## config.mk

```make
export PLATFORM = sky130hd
export DESIGN_NAME = decode_stage
export DESIGN_NICKNAME = d
export VERILOG_FILES = /design/src/rtl/rv32i_pkg.sv /design/src/rtl/decode_stage_regfile.sv /design/src/rtl/decode_stage.sv
export SDC_FILE = /design/constraint.sdc
export NUM_CORES = 2
export LEC_CHECK = 0
export BUFFER_PORTS_ARGS = -buffer_cell sky130_fd_sc_hd__buf_2
export CAP_MARGIN = 20
export CELL_PAD_IN_SITES_DETAIL_PLACEMENT = 0
export CELL_PAD_IN_SITES_GLOBAL_PLACEMENT = 2
export CORE_MARGIN = 5
export CORE_UTILIZATION = 35
export CTS_CLUSTER_SIZE = 10
export DETAILED_ROUTE_END_ITERATION = 7
export HOLD_SLACK_MARGIN = 0.06
export PLACE_DENSITY_LB_ADDON = 0.25
export SETUP_SLACK_MARGIN = 0.05
export SLEW_MARGIN = 20
export SYNTH_ARGS = -nofsm -noshare
export SYNTH_HDL_FRONTEND = slang
export SYNTH_SLANG_ARGS = --single-unit
```

## constraint.sdc

```tcl
create_clock -name clk -period 3.4 [get_ports clk]
set_input_delay 1.02 -clock clk [delete_from_list [all_inputs] [get_ports clk]]
set_output_delay 1.02 -clock clk [all_outputs]
set_load 0.005 [all_outputs]
```

## src/rtl/rv32i_pkg.sv

```systemverilog
// RV32I opcode constants and immediate-format helpers shared by the decode stage.
package rv32i_pkg;

    localparam logic [6:0] OP_LUI    = 7'b0110111;
    localparam logic [6:0] OP_AUIPC  = 7'b0010111;
    localparam logic [6:0] OP_JAL    = 7'b1101111;
    localparam logic [6:0] OP_JALR   = 7'b1100111;
    localparam logic [6:0] OP_BRANCH = 7'b1100011;
    localparam logic [6:0] OP_LOAD   = 7'b0000011;
    localparam logic [6:0] OP_STORE  = 7'b0100011;
    localparam logic [6:0] OP_IMM    = 7'b0010011;
    localparam logic [6:0] OP_REG    = 7'b0110011;
    localparam logic [6:0] OP_FENCE  = 7'b0001111;
    localparam logic [6:0] OP_SYSTEM = 7'b1110011;

    typedef enum logic [2:0] {
        IMM_NONE = 3'd0,
        IMM_I    = 3'd1,
        IMM_S    = 3'd2,
        IMM_B    = 3'd3,
        IMM_U    = 3'd4,
        IMM_J    = 3'd5
    } imm_fmt_e;

    function automatic logic is_legal_op(input logic [6:0] op);
        case (op)
            OP_LUI, OP_AUIPC, OP_JAL, OP_JALR, OP_BRANCH, OP_LOAD,
            OP_STORE, OP_IMM, OP_REG, OP_FENCE, OP_SYSTEM: is_legal_op = 1'b1;
            default:                                       is_legal_op = 1'b0;
        endcase
    endfunction

    // R-type and unknown opcodes carry no immediate.
    function automatic imm_fmt_e imm_fmt(input logic [6:0] op);
        case (op)
            OP_IMM, OP_LOAD, OP_JALR, OP_FENCE, OP_SYSTEM: imm_fmt = IMM_I;
            OP_STORE:                                      imm_fmt = IMM_S;
            OP_BRANCH:                                     imm_fmt = IMM_B;
            OP_LUI, OP_AUIPC:                              imm_fmt = IMM_U;
            OP_JAL:                                        imm_fmt = IMM_J;
            default:                                       imm_fmt = IMM_NONE;
        endcase
    endfunction

    function automatic logic signed [31:0] gen_imm(input imm_fmt_e fmt, input logic [31:0] i);
        case (fmt)
            IMM_I:   gen_imm = {{20{i[31]}}, i[31:20]};
            IMM_S:   gen_imm = {{20{i[31]}}, i[31:25], i[11:7]};
            IMM_B:   gen_imm = {{19{i[31]}}, i[31], i[7], i[30:25], i[11:8], 1'b0};
            IMM_U:   gen_imm = {i[31:12], 12'h000};
            IMM_J:   gen_imm = {{11{i[31]}}, i[31], i[19:12], i[20], i[30:21], 1'b0};
            default: gen_imm = '0;
        endcase
    endfunction

endpackage

```

## src/rtl/decode_stage_regfile.sv

```systemverilog
// Two-read, one-write register file with x0 hardwired to zero and write-through bypass.
module regfile
    import rv32i_pkg::*;
#(
    parameter int XLEN  = 32,
    parameter int NREGS = 32
) (
    input  logic            clk,
    input  logic            rst,
    input  logic            we,
    input  logic [4:0]      waddr,
    input  logic [XLEN-1:0] wdata,
    input  logic [4:0]      raddr1,
    input  logic [4:0]      raddr2,
    output logic [XLEN-1:0] rdata1,
    output logic [XLEN-1:0] rdata2
);

    logic [XLEN-1:0] regs [NREGS];

    always_ff @(posedge clk or negedge rst) begin
        if (!rst) begin
            for (int i = 0; i < NREGS; i++) begin
                regs[i] <= '0;
            end
        end else if (we && waddr != 5'd0) begin
            regs[waddr] <= wdata;
        end
    end

    // A same-cycle write to the addressed register is forwarded so decode sees the new value.
    always_comb begin
        rdata1 = regs[raddr1];
        rdata2 = regs[raddr2];
        if (raddr1 == 5'd0) begin
            rdata1 = '0;
        end else if (we && waddr == raddr1) begin
            rdata1 = wdata;
        end
        if (raddr2 == 5'd0) begin
            rdata2 = '0;
        end else if (we && waddr == raddr2) begin
            rdata2 = wdata;
        end
    end

endmodule

```

## src/rtl/decode_stage.sv

```systemverilog
// RV32I ID stage: decodes fetch output, reads operands, registers the ID/EX bundle
// and inserts a single bubble on a load-use hazard by parking the instruction in a hold register.
module decode_stage
    import rv32i_pkg::*;
#(
    parameter int XLEN  = 32,
    parameter int NREGS = 32
) (
    input  logic            clk,
    input  logic            rst,
    input  logic            en,
    input  logic            decode_en,
    input  logic [XLEN-1:0] instr,
    input  logic [XLEN-1:0] pc,
    input  logic [XLEN-1:0] pcp4,
    input  logic            flush,
    input  logic            wb_we,
    input  logic [4:0]      wb_rd,
    input  logic [XLEN-1:0] wb_data,
    output logic            stall,
    output logic            ex_valid,
    output logic [XLEN-1:0] ex_pc,
    output logic [XLEN-1:0] ex_pcp4,
    output logic [XLEN-1:0] ex_rs1_val,
    output logic [XLEN-1:0] ex_rs2_val,
    output logic [XLEN-1:0] ex_imm,
    output logic [4:0]      ex_rd,
    output logic [6:0]      ex_opcode,
    output logic [2:0]      ex_funct3,
    output logic            ex_funct7b5,
    output logic            ex_is_load,
    output logic            ex_illegal
);

    logic            hold_valid;
    logic [XLEN-1:0] hold_instr;
    logic [XLEN-1:0] hold_pc;
    logic [XLEN-1:0] hold_pcp4;

    logic            src_valid;
    logic [31:0]     src_instr;
    logic [XLEN-1:0] src_pc;
    logic [XLEN-1:0] src_pcp4;

    logic [6:0]      dec_op;
    logic [4:0]      dec_rd;
    logic [4:0]      dec_rs1;
    logic [4:0]      dec_rs2;
    logic            dec_legal;
    logic            rs1_used;
    logic            rs2_used;
    logic signed [31:0]   dec_imm32;
    logic [XLEN-1:0] dec_imm;
    logic [XLEN-1:0] rs1_val;
    logic [XLEN-1:0] rs2_val;
    logic            haz;
    logic            wr_en;

    // ---- source select: a parked instruction always wins over fetch ----
    always_comb begin
        src_valid = hold_valid | decode_en;
        src_instr = hold_valid ? hold_instr[31:0] : instr[31:0];
        src_pc    = hold_valid ? hold_pc   : pc;
        src_pcp4  = hold_valid ? hold_pcp4 : pcp4;
    end

    always_comb begin
        dec_op    = src_instr[6:0];
        dec_rs1   = src_instr[19:15];
        dec_rs2   = src_instr[24:20];
        dec_legal = is_legal_op(dec_op);
        dec_rd    = (dec_legal && dec_op != OP_STORE && dec_op != OP_BRANCH) ?
                    src_instr[11:7] : 5'd0;
        rs1_used  = (dec_op != OP_LUI) && (dec_op != OP_AUIPC) && (dec_op != OP_JAL);
        rs2_used  = (dec_op == OP_REG) || (dec_op == OP_STORE) || (dec_op == OP_BRANCH);
        dec_imm32 = gen_imm(dec_legal ? imm_fmt(dec_op) : IMM_NONE, src_instr);
        dec_imm   = XLEN'(dec_imm32);
    end

    assign wr_en = en & wb_we;

    regfile #(
        .XLEN  (XLEN),
        .NREGS (NREGS)
    ) u_regfile (
        .clk    (clk),
        .rst    (rst),
        .we     (wr_en),
        .waddr  (wb_rd),
        .wdata  (wb_data),
        .raddr1 (dec_rs1),
        .raddr2 (dec_rs2),
        .rdata1 (rs1_val),
        .rdata2 (rs2_val)
    );

    always_comb begin
        haz = ex_valid && ex_is_load && (ex_rd != 5'd0) && src_valid &&
              ((rs1_used && dec_rs1 == ex_rd) || (rs2_used && dec_rs2 == ex_rd));
        stall = en && !flush && haz;
    end

    // ---- ID/EX boundary ----
    always_ff @(posedge clk or negedge rst) begin
        if (!rst) begin
            hold_valid  <= 1'b0;
            hold_instr  <= '0;
            hold_pc     <= '0;
            hold_pcp4   <= '0;
            ex_valid    <= 1'b0;
            ex_pc       <= '0;
            ex_pcp4     <= '0;
            ex_rs1_val  <= '0;
            ex_rs2_val  <= '0;
            ex_imm      <= '0;
            ex_rd       <= '0;
            ex_opcode   <= '0;
            ex_funct3   <= '0;
            ex_funct7b5 <= 1'b0;
            ex_is_load  <= 1'b0;
            ex_illegal  <= 1'b0;
        end else if (en) begin
            if (flush) begin
                ex_valid   <= 1'b0;
                hold_valid <= 1'b0;
            end else if (haz) begin
                ex_valid   <= 1'b0;
                hold_valid <= 1'b1;
                hold_instr <= XLEN'(src_instr);
                hold_pc    <= src_pc;
                hold_pcp4  <= src_pcp4;
            end else if (src_valid) begin
                ex_valid    <= 1'b1;
                hold_valid  <= 1'b0;
                ex_pc       <= src_pc;
                ex_pcp4     <= src_pcp4;
                ex_rs1_val  <= rs1_val;
                ex_rs2_val  <= rs2_val;
                ex_imm      <= dec_imm;
                ex_rd       <= dec_rd;
                ex_opcode   <= dec_op;
                ex_funct3   <= src_instr[14:12];
                ex_funct7b5 <= src_instr[30];
                ex_is_load  <= (dec_op == OP_LOAD);
                ex_illegal  <= !dec_legal;
            end else begin
                ex_valid <= 1'b0;
            end
        end
    end

endmodule

```

== After elaboration in Yosys (flattened, before gate mapping) ==
Cells that the tools add are included.

* Bits in registers: 1300
* RAM bits: 0
* Latch bits: 0
* Memories: 0
* Bits in read-only memories: 0
* Bits of input ports: 139

* Add/subtract/negate cells: 0
* Multiply operators: 0
* Shift operators: 0
* Muxes and demuxes: 27
* Reductions and logical operators: 32
* $lt $le $gt $ge: 4
* Eq/ne operators: 25
* Divide/modulo/power cells: 0
* Bitwise gates (word level): 7

{| class="wikitable"
|+ Operators by type and width
! operator !! count
|-
| $bwmux W1024 || 1
|-
| $mux W32 || 12
|-
| $bmux W32 S5 || 2
|-
| $demux W32 S5 || 1
|-
| $pmux W32 S5 || 1
|-
| $eq A7 B7 Y1 const B || 4
|-
| $eq A7 B6 Y1 const B || 3
|-
| $eq A5 B5 Y1 || 4
|-
| $ge A6 B6 Y1 const B || 3
|-
| $not A5 Y6 || 3
|-
| $logic_and A1 B1 Y1 || 16
|-
| $pmux W3 S5 || 1
|-
| $eq A7 B5 Y1 const B || 2
|-
| $ne A7 B6 Y1 const B || 2
|-
| $ne A7 B7 Y1 const B || 2
|-
| $reduce_or A11 Y1 || 1
|-
| $logic_not A5 Y1 || 2
|-
| $reduce_bool A5 Y1 || 2
|-
| $eq A7 B2 Y1 const B || 1
|-
| $eq A7 B4 Y1 const B || 1
|-
| $mux W1 || 7
|-
| $ne A7 B5 Y1 const B || 1
|-
| $eq A3 B2 Y1 const B || 2
|-
| $eq A3 B3 Y1 const B || 2
|-
| other kinds (15) || 19
|}

== Logic depth before layout (Yosys ltp) ==
* Depth after elaboration: 9
* Depth in mapped cells: 14
* Gate-level depth less buffers: 7

== Modules after synthesis ==
From an unflattened synthesis, not the netlist that was laid out.

* Cell total of the unflattened synthesis: 4855
* Area total of the unflattened synthesis: 68545.7 um^2

{| class="wikitable"
|+ By module, submodules not included
! module !! times used !! area an instance (um^2) !! seq. area each (um^2) !! cells an instance
|-
| regfile || 1 || 55703.4 || 25624.6 || 3977
|-
| decode_stage || 1 || 12842.3 || 6906.6 || 878
|}

== Worst setup path after synthesis ==
Ideal clock, no wire load.

* Path kind: input to output
* Start: input port instr[5]
* End: output port stall
* Data arrival time: 2.520 ns
* Path buffers: 1
* Setup slack: -0.140 ns
* Cell stages on the path: 6
* Data required time: 2.380 ns
* Path through: mux2i_1 nor4_1 o211ai_2 nand4_2 a21oi_4 buf_1

* Word-level cells in the longest chain between the ends: 8
* Elaborated cells between the ends (all ways): 16
* Classes of those cells: 6 x eq/ne; 1 x mux; 9 x reduce/logical

{| class="wikitable"
|+ Ends and longest elaborated chain
! element !! line !! source
|-
| start: declaration || decode_stage.sv:13 || <nowiki>input logic [XLEN-1:0] instr,</nowiki>
|-
| $mux W32 * || decode_stage.sv:62 || <nowiki>src_instr = hold_valid ? hold_instr[31:0] : instr[31:0];</nowiki>
|-
| $ne A7 B6 Y1, or another cell as far along || decode_stage.sv:74 || <nowiki>rs1_used = (dec_op != OP_LUI) && (dec_op != OP_AUIPC) && (dec_op != OP_JAL);</nowiki>
|-
| $logic_and A1 B1 Y1 or $logic_or A1 B1 Y1 (tied branches) (2 in a row) || decode_stage.sv:74, decode_stage.sv:75 ||
|-
| $logic_and A1 B1 Y1 || decode_stage.sv:99 || <nowiki>((rs1_used && dec_rs1 == ex_rd) || (rs2_used && dec_rs2 == ex_rd));</nowiki>
|-
| $logic_or A1 B1 Y1 * || decode_stage.sv:99 ||
|-
| $logic_and A1 B1 Y1 * || decode_stage.sv:98 || <nowiki>haz = ex_valid && ex_is_load && (ex_rd != 5'd0) && src_valid &&</nowiki>
|-
| $logic_and A1 B1 Y1 * || decode_stage.sv:100 || <nowiki>stall = en && !flush && haz;</nowiki>
|-
| end: declaration || decode_stage.sv:20 || <nowiki>output logic stall,</nowiki>
|}

Every way passes the cells marked *; elsewhere a longest branch is shown, timed or not.

== Worst setup path in the final report ==
* Start: register hold_valid
* End: output port stall

* Word-level cells in the longest chain between the ends: 8
* Elaborated cells between the ends (all ways): 20
* Classes of those cells: 8 x eq/ne; 1 x mux; 1 x bitwise; 10 x reduce/logical

{| class="wikitable"
|+ Ends and longest elaborated chain
! element !! line !! source
|-
| start: declaration || decode_stage.sv:35 || <nowiki>logic hold_valid;</nowiki>
|-
| start signal: assignment || decode_stage.sv:106 || <nowiki>hold_valid <= 1'b0;</nowiki>
|-
| start signal: assignment || decode_stage.sv:125 || <nowiki>hold_valid <= 1'b0;</nowiki>
|-
| start signal: assignment || decode_stage.sv:128 || <nowiki>hold_valid <= 1'b1;</nowiki>
|-
| $mux W32 || decode_stage.sv:62 ||
|-
| $ne A7 B6 Y1, or another cell as far along || decode_stage.sv:74 ||
|-
| $logic_and A1 B1 Y1 or $logic_or A1 B1 Y1 (tied branches) (2 in a row) || decode_stage.sv:74, decode_stage.sv:75 ||
|-
| $logic_and A1 B1 Y1 || decode_stage.sv:99 ||
|-
| $logic_or A1 B1 Y1 || decode_stage.sv:99 ||
|-
| $logic_and A1 B1 Y1 * || decode_stage.sv:98 ||
|-
| $logic_and A1 B1 Y1 * || decode_stage.sv:100 ||
|}

Marks and branches as above.

==> impl_metrics.yaml <==
place:
  dp_hpwl_um: 180000
  gp_congestion: 0.834
  numPortBuffers: 318
  dp_slack_ns: -0.155
  dp_cells: 9957
synthesis:
  synth_common_cells: "nand2_1 (2050), dfrtp_1 (1300), mux2_2 (1046), nand3_1 (977), clkbuf_1 (455)"
  synth_top_area_share: 0.477
  syn_area_sq_um: 68200
  synth_cell_types: 60
  ys.flop_type: "dfrtp_1"
  avgSynthCellArea_sq_um: 9.35
  synth_seq_cells: 1300
  synth_top_area_cell: "dfrtp_1"
  synth_edf_count: 0
  synth-async-reset-ratio: 1.00
  syn_nets: 7434
  synth.most_common_cell: "nand2_1"
  yosys-top-cells-area: "dfrtp_1 (48%), mux2_2 (17%), nand2_1 (11%)"
  yosysWarnings: 0
  syn_inst: 7295
  ys_seq_area_frac: 0.477
critical_path:
  cp.required_ns: 2.38
  cp-start-kind: "flop"
  arrival_ns: 2.84
  endpoint_kind: "primary output"
  crit_fanout: 5
  worstSetupPathType: "flop to primary output"
  cp-startpoint: "hold_valid"
  r2r_start: "ex_rd[3]"
timing:
  tightest_slew_ns: 0.913
  rsz0062_at_grt: "true"
  fin_crit_ns: 3.86
  max_freq_mhz: 259
  finClkSkew_ns: 0.0243
  period_share: 1.14
  fin_setup_tns_ns: -0.465
  drv_slew: 0
  setup_viol: 1
  max-slew-margin-rel: 0.388
  hold_viol_final: 0
  setup_ws_ns: -0.465
clock_network:
  clock_latency_ns: 0.83
  cts_root_buf: "clkbuf_16"
  cts_tree: "done"
  cts-hold-fix-buffers: 0
  cts.sinks: 1300
  clk_path_buf_depth: 3
  h-tree-depth: 4
  path_clk_slew_ns: 0.06
  cts_buffers: 161
route:
  via_count: 58886
  drc: 0
  vias_per_cell: 5.74
  routed_wl_um: 289000
  wl_per_cell_um: 28.2
  drtPass1Iterations: 5
  drtIter0Drc: 6081
  ant_nets: 0
run_status:
  violations: "setup timing"
  status: "finished, violations left"
cells_and_area:
  stdcell_count: 10251
  layout.nets: 7736
  drive_gt1_frac: 0.283
  final_util: 0.421
  area_growth_pct: 20.0
die:
  io_pins: 319
  start_util: 0.351
  dieArea_sq_um: 204000
  coreArea_sq_um: 194000
  die_y_um: 451
  num_rows: 162
  die_w_um: 451
grt:
  grt_pass1_vias: 57212
  grt_overflow: 0
  antenna_found_initial: 20
  grt_max_degree: 109
  grt_usage: 0.277
  grt_pass1_wl_um: 420000
pwr:
  vdd_drop_max_v: 0.000569
  powerDensity_nw_per_um2: 518
  leakage_nw: 36.9
min_path:
  min_path_type: "input pin to asynchronous set/reset pin"
job:
  maxCapViolCount: 0
## where the power goes
part           switching (W)  total [W]  leakage, nW  internal (W)
Sequential           0.00150     0.0189         17.3        0.0174
Combinational        0.00382    0.00682         17.2       0.00300
Clock                0.00700     0.0167         2.44       0.00970
## cell type report
| type | count | area (sq um) |
|---|---|---|
| fillers | 18998 | 113000 |
| flip-flops and latches | 1300 | 32500 |
| inverters | 3 | 11.3 |
| clock inverters | 19 | 201 |
| well taps | 2542 | 3180 |
| multi-input cells | 5317 | 33600 |
| repair buffers | 814 | 7480 |
| diodes | 12 | 30.0 |
| clock buffers | 244 | 4780 |
## cell families after synthesis
logic type	synth area share
XOR/XNOR	0.00283
AO/OA/AOI/OAI	0.0734
buffers and inverters	0.0404
multiplexers	0.206
AND/OR/NAND/NOR	0.200
flip-flops	0.477
## metal layers
metal,up-vias,part of all wire,global-route usage
li1,25924,-,-
met1,30179,0.44,0.388
met2,2310,0.46,0.439
met3,471,0.067,0.0462
met4,2,0.032,0.0893
met5,-,0.000045,0
## state kept, by name (all words and copies together), names as in the netlist, 3 cells and up
| signal | cells |
|---|---|
| u_regfile.regs | 1024 |
| ex_imm | 32 |
| ex_pc | 32 |
| ex_pcp4 | 32 |
| ex_rs1_val | 32 |
| ex_rs2_val | 32 |
| hold_instr | 32 |
| hold_pc | 32 |
| hold_pcp4 | 32 |
| ex_opcode | 7 |
| ex_rd | 5 |
| ex_funct3 | 3 |
## critical path, stage by stage, from the launching register on
cell,delay (ns)
dfrtp_4,0.51
buf_6,0.15
or3_1,0.44
a21oi_4,0.19
and4b_1,0.26
nand2_2,0.09
a21oi_4,0.23
buf_2,0.15
## stage by stage
stage	area, sq um	power (W)	hold WS, ns
2_1_floorplan	68300	0.0226	0.446
3_3_place_gp	76500	0.0258	0.387
3_5_place_dp	76500	0.0259	0.389
4_1_cts	81500	0.0427	0.113
5_1_grt	81800	0.0443	0.140
6_report	81800	0.0424	0.139
## layout by cell type (no fill, tap or decap), drive strengths merged, types with 31 or more instances in the layout
cell type / netlist / final
o211ai: 34 / 34
a21oi: 357 / 357
nor2: 65 / 65
o22ai: 33 / 33
a32oi: 60 / 60
nand2: 2050 / 2050
nor3: 41 / 41
nor4: 38 / 38
buf: 220 / 814
clkbuf: 455 / 244
mux2i: 168 / 168
o21ai: 175 / 175
a32o: 31 / 31
dfrtp: 1300 / 1300
a31oi: 34 / 34
nand3: 977 / 977
o32ai: 32 / 32
o41ai: 32 / 32
mux2: 1076 / 1076
## path summary, 6_finish.rpt
path	end	slack [ns]	depth (start not counted)
worst max-delay path	stall	-0.46	7
worst min-delay path	ex_pc[3]	0.14	1
worst max register to register	ex_rs2_val[18]	0.03	11
worst min register to register	u_regfile.regs[1017]	0.40	0
max in group asynchronous	u_regfile.regs[1011]	2.14	2
min in group clk	u_regfile.regs[1017]	0.40	0
## repair_timing
item                                    CTS  global route
pin swaps                                 0            11
endpoints found under the setup margin    3            17
setup buffers                             3            16
cloned                                    0             0
gates resized for setup                   6            27
No activity file was read; power rests on OpenSTA's default activity.
